**src/rtl/pe_ctrl_serial.sv**
```systemverilog
// Control sequencer for the bit-serial PE array: weight load, K serial MACs, drain, done.
// Optional weight-reuse port enabled by defining PE_CTRL_WREUSE_EN.
module pe_ctrl_serial #(
    parameter int unsigned IDEPTH    = 4,
    parameter int unsigned MUL_CYC   = 16,
    parameter int unsigned KW        = 8,
    parameter int unsigned DRAIN_CYC = 8
) (
    input  logic              clk,
    input  logic              rst_n,
    input  logic              start,
`ifdef PE_CTRL_WREUSE_EN
    input  logic              reuse_w,
`endif
    input  logic [KW-1:0]     k_len,
    input  logic              stall,
    input  logic              abort,
    output logic              ready,
    output logic              busy,
    output logic              done,
    output logic [IDEPTH-1:0] idx,
    output logic              mac_done,
    output logic              en_i,
    output logic              clr_i,
    output logic              en_w,
    output logic              clr_w,
    output logic              en_o,
    output logic              clr_o
);

    localparam int unsigned      DW        = (DRAIN_CYC > 1) ? $clog2(DRAIN_CYC) : 1;
    localparam logic [IDEPTH-1:0] BitLast  = IDEPTH'(MUL_CYC - 1);
    localparam logic [DW-1:0]    DrainLast = DW'(DRAIN_CYC - 1);

    typedef enum logic [2:0] {StIdle, StLoadW, StMac, StDrain, StDone} state_e;

    state_e            state_q, state_d;
    logic [IDEPTH-1:0] bit_cnt_q, bit_cnt_d;
    logic [KW-1:0]     mac_cnt_q, mac_cnt_d;
    logic [KW-1:0]     k_len_q, k_len_d;
    logic [DW-1:0]     drain_cnt_q, drain_cnt_d;

    logic skip_load;
    logic kill;
    logic bit_last;
    logic mac_last;
    logic mac_run;

`ifdef PE_CTRL_WREUSE_EN
    assign skip_load = reuse_w;
`else
    assign skip_load = 1'b0;
`endif

    assign kill     = abort & (state_q != StIdle);
    assign bit_last = (bit_cnt_q == BitLast);
    assign mac_last = (mac_cnt_q == (k_len_q - KW'(1)));
    // A MAC cycle that actually advances the serial sequence.
    assign mac_run  = (state_q == StMac) & ~stall & ~abort;

    always_comb begin
        state_d     = state_q;
        bit_cnt_d   = bit_cnt_q;
        mac_cnt_d   = mac_cnt_q;
        k_len_d     = k_len_q;
        drain_cnt_d = drain_cnt_q;
        if (kill) begin
            state_d     = StIdle;
            bit_cnt_d   = '0;
            mac_cnt_d   = '0;
            k_len_d     = '0;
            drain_cnt_d = '0;
        end else begin
            unique case (state_q)
                StIdle: begin
                    if (start) begin
                        k_len_d = k_len;
                        if (k_len == '0) begin
                            state_d = StDone;
                        end else if (skip_load) begin
                            state_d = StMac;
                        end else begin
                            state_d = StLoadW;
                        end
                    end
                end
                StLoadW: state_d = StMac;
                StMac: begin
                    if (!stall) begin
                        if (bit_last) begin
                            bit_cnt_d = '0;
                            if (mac_last) begin
                                mac_cnt_d = '0;
                                state_d   = StDrain;
                            end else begin
                                mac_cnt_d = mac_cnt_q + KW'(1);
                            end
                        end else begin
                            bit_cnt_d = bit_cnt_q + IDEPTH'(1);
                        end
                    end
                end
                StDrain: begin
                    if (drain_cnt_q == DrainLast) begin
                        drain_cnt_d = '0;
                        state_d     = StDone;
                    end else begin
                        drain_cnt_d = drain_cnt_q + DW'(1);
                    end
                end
                StDone:  state_d = StIdle;
                default: state_d = StIdle;
            endcase
        end
    end

    always_ff @(posedge clk or negedge rst_n) begin
        if (!rst_n) begin
            state_q     <= StIdle;
            bit_cnt_q   <= '0;
            mac_cnt_q   <= '0;
            k_len_q     <= '0;
            drain_cnt_q <= '0;
        end else begin
            state_q     <= state_d;
            bit_cnt_q   <= bit_cnt_d;
            mac_cnt_q   <= mac_cnt_d;
            k_len_q     <= k_len_d;
            drain_cnt_q <= drain_cnt_d;
        end
    end

    // Only stall and abort reach the outputs combinationally.
    always_comb begin
        ready    = (state_q == StIdle);
        busy     = (state_q != StIdle);
        done     = (state_q == StDone) & ~kill;
        idx      = bit_cnt_q;
        en_w     = (state_q == StLoadW) & ~kill;
        en_o     = mac_run;
        en_i     = mac_run & (bit_cnt_q == '0);
        mac_done = mac_run & bit_last;
        clr_o    = (mac_run & (bit_cnt_q == '0) & (mac_cnt_q == '0)) | kill;
        clr_i    = kill;
        clr_w    = kill;
    end

endmodule

```
**config.mk**
```make
export PLATFORM = sky130hd
export DESIGN_NAME = pe_ctrl_serial
export DESIGN_NICKNAME = d
export VERILOG_FILES = /design/src/rtl/pe_ctrl_serial.sv
export SDC_FILE = /design/constraint.sdc
export NUM_CORES = 1
export LEC_CHECK = 0
export BUFFER_PORTS_ARGS = -buffer_cell sky130_fd_sc_hd__buf_2
export CORE_MARGIN = 10
export CORE_UTILIZATION = 60
export DETAILED_ROUTE_END_ITERATION = 16
export PLACE_DENSITY = 0.84
export SYNTH_ARGS = -nofsm -noshare
export SYNTH_HDL_FRONTEND = slang
export SYNTH_SLANG_ARGS = --single-unit
```
**constraint.sdc**
```tcl
create_clock -name clk -period 3.6 [get_ports clk]
set_clock_uncertainty 0.05 [all_clocks]
set_input_delay 0.36 -clock clk [delete_from_list [all_inputs] [get_ports clk]]
set_output_delay 0.36 -clock clk [all_outputs]
set_load 0.005 [all_outputs]
```
==> impl_results.md, run 1 <==
* Status: completed
* Full die area at 5320 um^2
* Setup bufs post-CTS at 0
* Worst Hold Class: in -> reg
* Synth Area per Inst at 9.03 um^2
* GPL Wtd Cong at 0.823
* Post-route DRC at 0
* First-pass GRT wire length at 6840 um
* Final ANT Viol Nets at 0
* Clock share of power at 16.2%
* Max Clk Rate at 396 MHz
* Internal Power at 0.736 mW
* Pin count of the biggest net entering global routing at 27
* Clock Tree Buf Depth at 2
* Power Density at 667 nW/um^2
* Detail Placement HPWL at 2950 um
* Die Ht at 72.9 um
* CTS root buf: clkbuf_4
* Crit path launch: state_q[2]$_DFFE_PN0P_
* Worst skew pair latency at 0.34 ns
* Clock sink total at 26
* Sequential Power Share at 37.2%
* Number of top-level pins at 27
* Worst-path fanout max at 8
* Row count at 19
* Hold Violations, Final at 0
* CTS buffer count at 3
* Vias/cell at 6.16
* Starting Density at 62.0%
* Clock slew at reported path FFs at 0.15 ns
* Critical path arrival at 2.12 ns
* Routed WL at 3900 um
* Non-filler cells, final at 241
* Antenna violations before repair at 0
* Worst Setup Slack post-DPL at 1.18 ns
* 1st-iter DRT viols at 98
* Period utilization at 70.2%
* Crit path launch type: register
* Critical path class: reg -> out
* PostCTS Resize Cnt at 0
* Setup TNS Final at 0 ns
* Overall via count from detail_route at 1,484
* Layout cells sized above 1 at 21.0%
* Vias in the first global route at 1,499
* Diodes inserted at 0
* Yosys reg bits at 26
* Register area share after synthesis at 38.7%
* Synth Warn # at 0
* Die W at 72.9 um
* Hold-fix buffers, CTS at 1
* Core footprint at 2710 um^2
* Commonest non-fill, non-tap cells in the layout: dfrtp_1, buf_2, nand2_1
* Final Worst Setup Slack at 1.07 ns
* Dominant synthesized flop cell: dfrtp_1
* Worst-Margin Slew at 0.597 ns
* Worst slew margin at 60.0%
* Net switching power figure at 0.517 mW
* Final min period at 2.53 ns
* Post-synth EDFFs at 0
* Synth async-reset ratio at 100%
* Routed len/inst at 16.2 um
* Lkg Pwr at 0.882 nW
* RSZ-0062 raised after global routing: false
* Syn_nets at 206
* Peak VDD IR at 0.000705 V
* R2R depth at 8
* Max Cap Viol at 0
* Setup crit end: mac_done
* WP data required at 3.19 ns
* Gr ovfl total at 0
* Synthesized area at 1680 um^2
* Worst reg2reg endpoint: mac_cnt_q[2]$_DFFE_PN0P_
* Switching Share at 41.2%
* Mapped Cells at 186
* CTS tree: yes
* Reg2reg start: k_len_q[0]$_DFFE_PN0P_
* Final setup fails at 0
* PortBufs at 26
* Final Slew Violations at 0
* Comb power frac at 46.5%
* Tot Pwr at 1.25 mW
* Hold slack at 0.199 ns
* Area delta synth->final at 11.8%
* H-Tree Depth at 1
* Yosys cell types at 48
* R2R Setup Slk at 1.12 ns
* Critical path endpoint category: primary output
* Inst Count DP at 236
* Pre-Repair DR Iteration Count at 4
* Final layout net count at 231
* GRT Util Overall at 15.6%
## through the flow
step / util, % / area (um^2)
after floorplan: - / 1680
after global placement: 67.0 / 1820
after detailed placement: 67.0 / 1820
after CTS: 69.3 / 1880
after global routing: 69.3 / 1880
final: 69.3 / 1880
## worst max-delay path: stages, from the launching register on
cell and delay (ns):
dfrtp_1 0.47, nand2b_1 0.23, or3_1 0.39, nor2_1 0.17
and2_1 0.33, buf_2 0.18
## registers in the layout, indices dropped and copies added (netlist names)
name,flops
drain_cnt_q,3
idx,4
k_len_q,8
mac_cnt_q,8
state_q,3
## cells in the mapped netlist, types with 3 or more instances
cell type   n  area share, %
a21oi_1     4            1.2
a22o_1     10            5.2
and3_1      3            1.1
buf_2       3           0.89
clkbuf_1    3           0.67
dfrtp_1    26             39
ha_1        7            5.2
inv_1       9            2.0
nand2_1    19            4.2
nand2b_1    3            1.1
nand3_1     5            1.5
nor2_1     18            4.0
nor3_1      7            2.1
nor4_1      3            1.1
o211ai_1   10            4.5
o21ai_0     4            1.2
o21ai_1     3           0.89
or2_2       3            1.1
or3_1       3            1.1
or4_1       3            1.3
xnor2_1     6            3.1
xor2_1      3            1.6
## how the worst min path moves through the flow
stage	start	to	slack, ns	depth (start not counted)
final	k_len[2]	k_len_q[2]$_DFFE_PN0P_	0.20	2
after global routing	k_len[5]	k_len_q[5]$_DFFE_PN0P_	0.19	2
after CTS	k_len[7]	k_len_q[7]$_DFFE_PN0P_	0.18	2
after detailed placement	rst_n	mac_cnt_q[4]$_DFFE_PN0P_	0.35	1
after global placement	rst_n	mac_cnt_q[4]$_DFFE_PN0P_	0.34	1
after floorplan	rst_n	drain_cnt_q[0]$_DFFE_PN0P_	0.01	0
## power by group through the flow
stage	clock network, mW	logic, mW	registers (mW)
2_1_floorplan	0	0.454	0.438
3_3_place_gp	0	0.555	0.460
3_5_place_dp	0	0.584	0.470
4_1_cts	0.208	0.586	0.464
5_1_grt	0.215	0.653	0.482
6_report	0.203	0.583	0.467
## area by class of cell
class / instances / area (um^2)
clock buffer: 3 / 22.5
clock inverter: 1 / 30.0
fill: 222 / 832
inverter: 11 / 41.3
multi-input combinational: 142 / 955
sequential: 26 / 651
tap: 31 / 38.8
timing repair buffer: 27 / 140
## logic make-up (layout without fill, tap and decap cells)
family	count (synthesis)	in the layout	share of synthesized area [%]
DFF	26	26	38.7
AOI/OAI and AO/OA	43	43	19.7
xor gates and xnor gates	9	9	4.69
muxes	2	2	1.56
and+or+nand+nor	81	81	25.7
adders and majority gates	7	7	5.21
buffers and inverters	18	42	4.47
## routing by layer
metal	vias to the layer above	share of wire, %	routed length [um]	GRT usage (%)
met5	-	0	0	0
met4	0	1.7	68	6.75
met3	8	4.1	159	2.86
met2	46	49	1930	24.6
met1	711	45	1750	20.2
li1	719	-	-	-
Power figures use the tool's default switching activity.
==> run 2: changes to the inputs <==
--- a/config.mk
+++ b/config.mk
@@ -7,9 +7,9 @@
 export LEC_CHECK = 0
 export BUFFER_PORTS_ARGS = -buffer_cell sky130_fd_sc_hd__buf_2
 export CORE_MARGIN = 10
-export CORE_UTILIZATION = 60
+export CORE_UTILIZATION = 50
 export DETAILED_ROUTE_END_ITERATION = 16
-export PLACE_DENSITY = 0.84
+export PLACE_DENSITY = 0.75
 export SYNTH_ARGS = -nofsm -noshare
 export SYNTH_HDL_FRONTEND = slang
 export SYNTH_SLANG_ARGS = --single-unit
==> constraint.sdc (replaced) <==
create_clock -name clk -period 2.1 [get_ports clk]
set_clock_uncertainty 0.05 [all_clocks]
set_input_delay 0.21 -clock clk [delete_from_list [all_inputs] [get_ports clk]]
set_output_delay 0.21 -clock clk [all_outputs]
set_load 0.005 [all_outputs]
==> run 2 against run 1 <==
  * The flow now finishes with violations (negative setup slack)
  * Final cell count is 17% higher
  * Utilization increased by 1.5 points
  * Clock-buffer cell count up 1
  * Largest cell class unchanged
  * Largest power group unchanged
==> impl_results.md, run 2 (synthesis gave the netlist of run 1 again) <==
* Antenna violations before repair at 0 (unchanged)
* Routed WL at 4550 um (+17%)
* Hold path cells at 2 (unchanged)
* Period utilization at 101%
* Final setup fails at 4 (+4)
* Worst Hold Class: in -> reg
* Die W at 78.0 um (+6.9%)
* PortBufs at 26 (unchanged)
* Peak VDD IR at 0.000705 V (about the same)
* Final ANT Viol Nets at 0 (unchanged)
* GPL Wtd Cong at 0.885 (+7.5%)
* Critical path arrival at 2.30 ns (+0.18 ns)
* R2R depth at 7 (-1)
* Worst-path fanout max at 5 (-3)
* Critical path endpoint category: register
* Worst path cell trace: or2_2, o211ai_1, nand3_4, a31oi_4, buf_4, nor2_2, a211o_1
* Die Ht at 78.0 um (+6.9%)
* Layout cells sized above 1 at 38.1% (+17 points)
* Gr ovfl total at 0 (unchanged)
* Row count at 20 (+1)
* Pin count of the biggest net entering global routing at 27 (unchanged)
* Lkg Pwr at 1.04 nW (+18%)
* CTS buffer count at 3 (unchanged)
* Final layout net count at 260 (+13%)
* CP Buf/Inv Count at 1 (unchanged)
* Worst-Margin Slew at 0.601 ns (+0.00400 ns)
* DP Area at 1980 um^2 (+9.2%)
* Diodes inserted at 0 (unchanged)
* First-pass GRT wire length at 7480 um (+9.4%)
* Starting Density at 53.7% (-8.3 points)
* Vias/cell at 5.73 (-7.0%)
* WP data required at 2.27 ns (-0.92 ns)
* Max Clk Rate at 470 MHz
* Hold Violations, Final at 0 (unchanged)
* RSZ-0062 raised after global routing: true
* Post-route DRC at 0 (unchanged)
* Final min period at 2.13 ns
* Status: finished, violations left
* CP max stage delay at 0.48 ns (about the same)
* FF/Latch Area at 653 um^2 (+0.38%)
* Family with the most delay on the worst path: compound AO/OA/AOI/OAI gates
* Pre-Repair DR Iteration Count at 4 (unchanged)
* Critical-path top delay cell: dfrtp_1
* Clock slew at reported path FFs at 0.14 ns (about the same)
* Final Worst Setup Slack at -0.0270 ns (-1.10 ns)
* Fill cell count at 261 (+18%)
* Worst skew pair latency at 0.33 ns (about the same)
* Core footprint at 3130 um^2 (+15%)
* Area delta synth->final at 31.8%
* Design area at 2210 um^2 (+18%)
* GRT Util Overall at 14.4% (-1.2 points)
* Vias in the first global route at 1,660 (+11%)
* Routed len/inst at 16.1 um (-0.74%)
* Tot Pwr at 2.63 mW (+110%)
* Number of top-level pins at 27 (unchanged)
* Critical Path Stages at 7 (+2)
* Multi-input logic area at 1060 um^2 (+11%)
* Detail Placement HPWL at 3280 um (+11%)
* Violations in the final reports: negative setup slack
* Final Slew Violations at 0 (unchanged)
* H-Tree Depth at 1 (unchanged)
* Clock sink total at 26 (unchanged)
* Worst Setup Slack post-DPL at -0.0657 ns (-1.24 ns)
* Critical path class: reg -> reg
* Commonest non-fill, non-tap cells in the layout: buf_4, buf_2, dfrtp_1
* Most common cell after layout, fill and taps aside: buf_4
* 1st-iter DRT viols at 124 (+27%)
* Overall via count from detail_route at 1,621 (+9.2%)
* Clock Tree Buf Depth at 2 (unchanged)
* Power Density at 1190 nW/um^2 (+78%)
* Worst slew margin at 60.0% (about the same)
* Full die area at 6080 um^2 (+14%)
* CTS tree: yes
* Crit path launch type: register
* CTS root buf: clkbuf_4
* Max Cap Viol at 0 (unchanged)
## run 2: power breakdown
group	internal, mW	switching [mW]
registers	0.618	0.132
clock network	0.106	0.155
logic	0.814	0.800
total	1.54	1.09
## run 2: stage by stage
stage | hold slack (ns) | instances | TNS [ns] | util (%)
after detailed placement | 0.194 | 269 | -0.358 | 63.4
after global routing | 0.0608 | 283 | -0.444 | 70.8
final | 0.0746 | 283 | -0.0774 | 70.8
after CTS | 0.0599 | 279 | -0.00821 | 67.8
after global placement | 0.191 | 269 | -0.0344 | 63.4
after floorplan | -0.136 | 186 | 0 | -
## run 2: cell type report
cell class / count / share of cell area (%)
Tap cell: 44 / 2.49
Clock buffer: 4 / 1.64
Timing Repair Buffer: 56 / 16.8
Multi-Input combinational cell: 142 / 47.7
Sequential cell: 26 / 29.5
Inverter: 11 / 1.86
## run 2: worst register-to-register path: cells and delay by family, from the launching register on
| family | cells | cell delay [ns] |
|---|---|---|
| DFF | 1 | 0.48 |
| buffers and inverters | 1 | 0.17 |
| AOI/OAI and AO/OA | 3 | 0.83 |
| and+or+nand+nor | 3 | 0.51 |
## run 2: path summary, 6_finish.rpt
| path | start | to | slack (ns) |
|---|---|---|---|
| max | k_len_q[3]$_DFFE_PN0P_ | state_q[0]$_DFFE_PN0P_ | -0.03 |
| max reg2reg | k_len_q[3]$_DFFE_PN0P_ | state_q[0]$_DFFE_PN0P_ | -0.03 |
| min | k_len[4] | k_len_q[4]$_DFFE_PN0P_ | 0.07 |
| min in group asynchronous | rst_n | idx[3]$_DFFE_PN0P_ | 0.35 |
| max in group asynchronous | rst_n | state_q[2]$_DFFE_PN0P_ | 1.21 |
| min reg2reg | drain_cnt_q[2]$_DFFE_PN0P_ | drain_cnt_q[2]$_DFFE_PN0P_ | 0.49 |
## run 2: what timing repair did
action,CTS,global route
hold buffers,1,0
buffers inserted,5,4
gates cloned,0,0
hold endpoints to repair,26,0
gates resized for setup,13,15
endpoints found under the setup margin,10,13
pin swaps,9,14
## run 2: routing by layer
metal	wire length (um)	GRT usage, %	part of all wire (%)	vias up
li1	-	-	-	778
met1	1960	16.9	43	789
met2	2350	26.2	52	48
met3	192	2.76	4.2	6
met4	41	3.41	0.90	0
met5	0	0	0	-
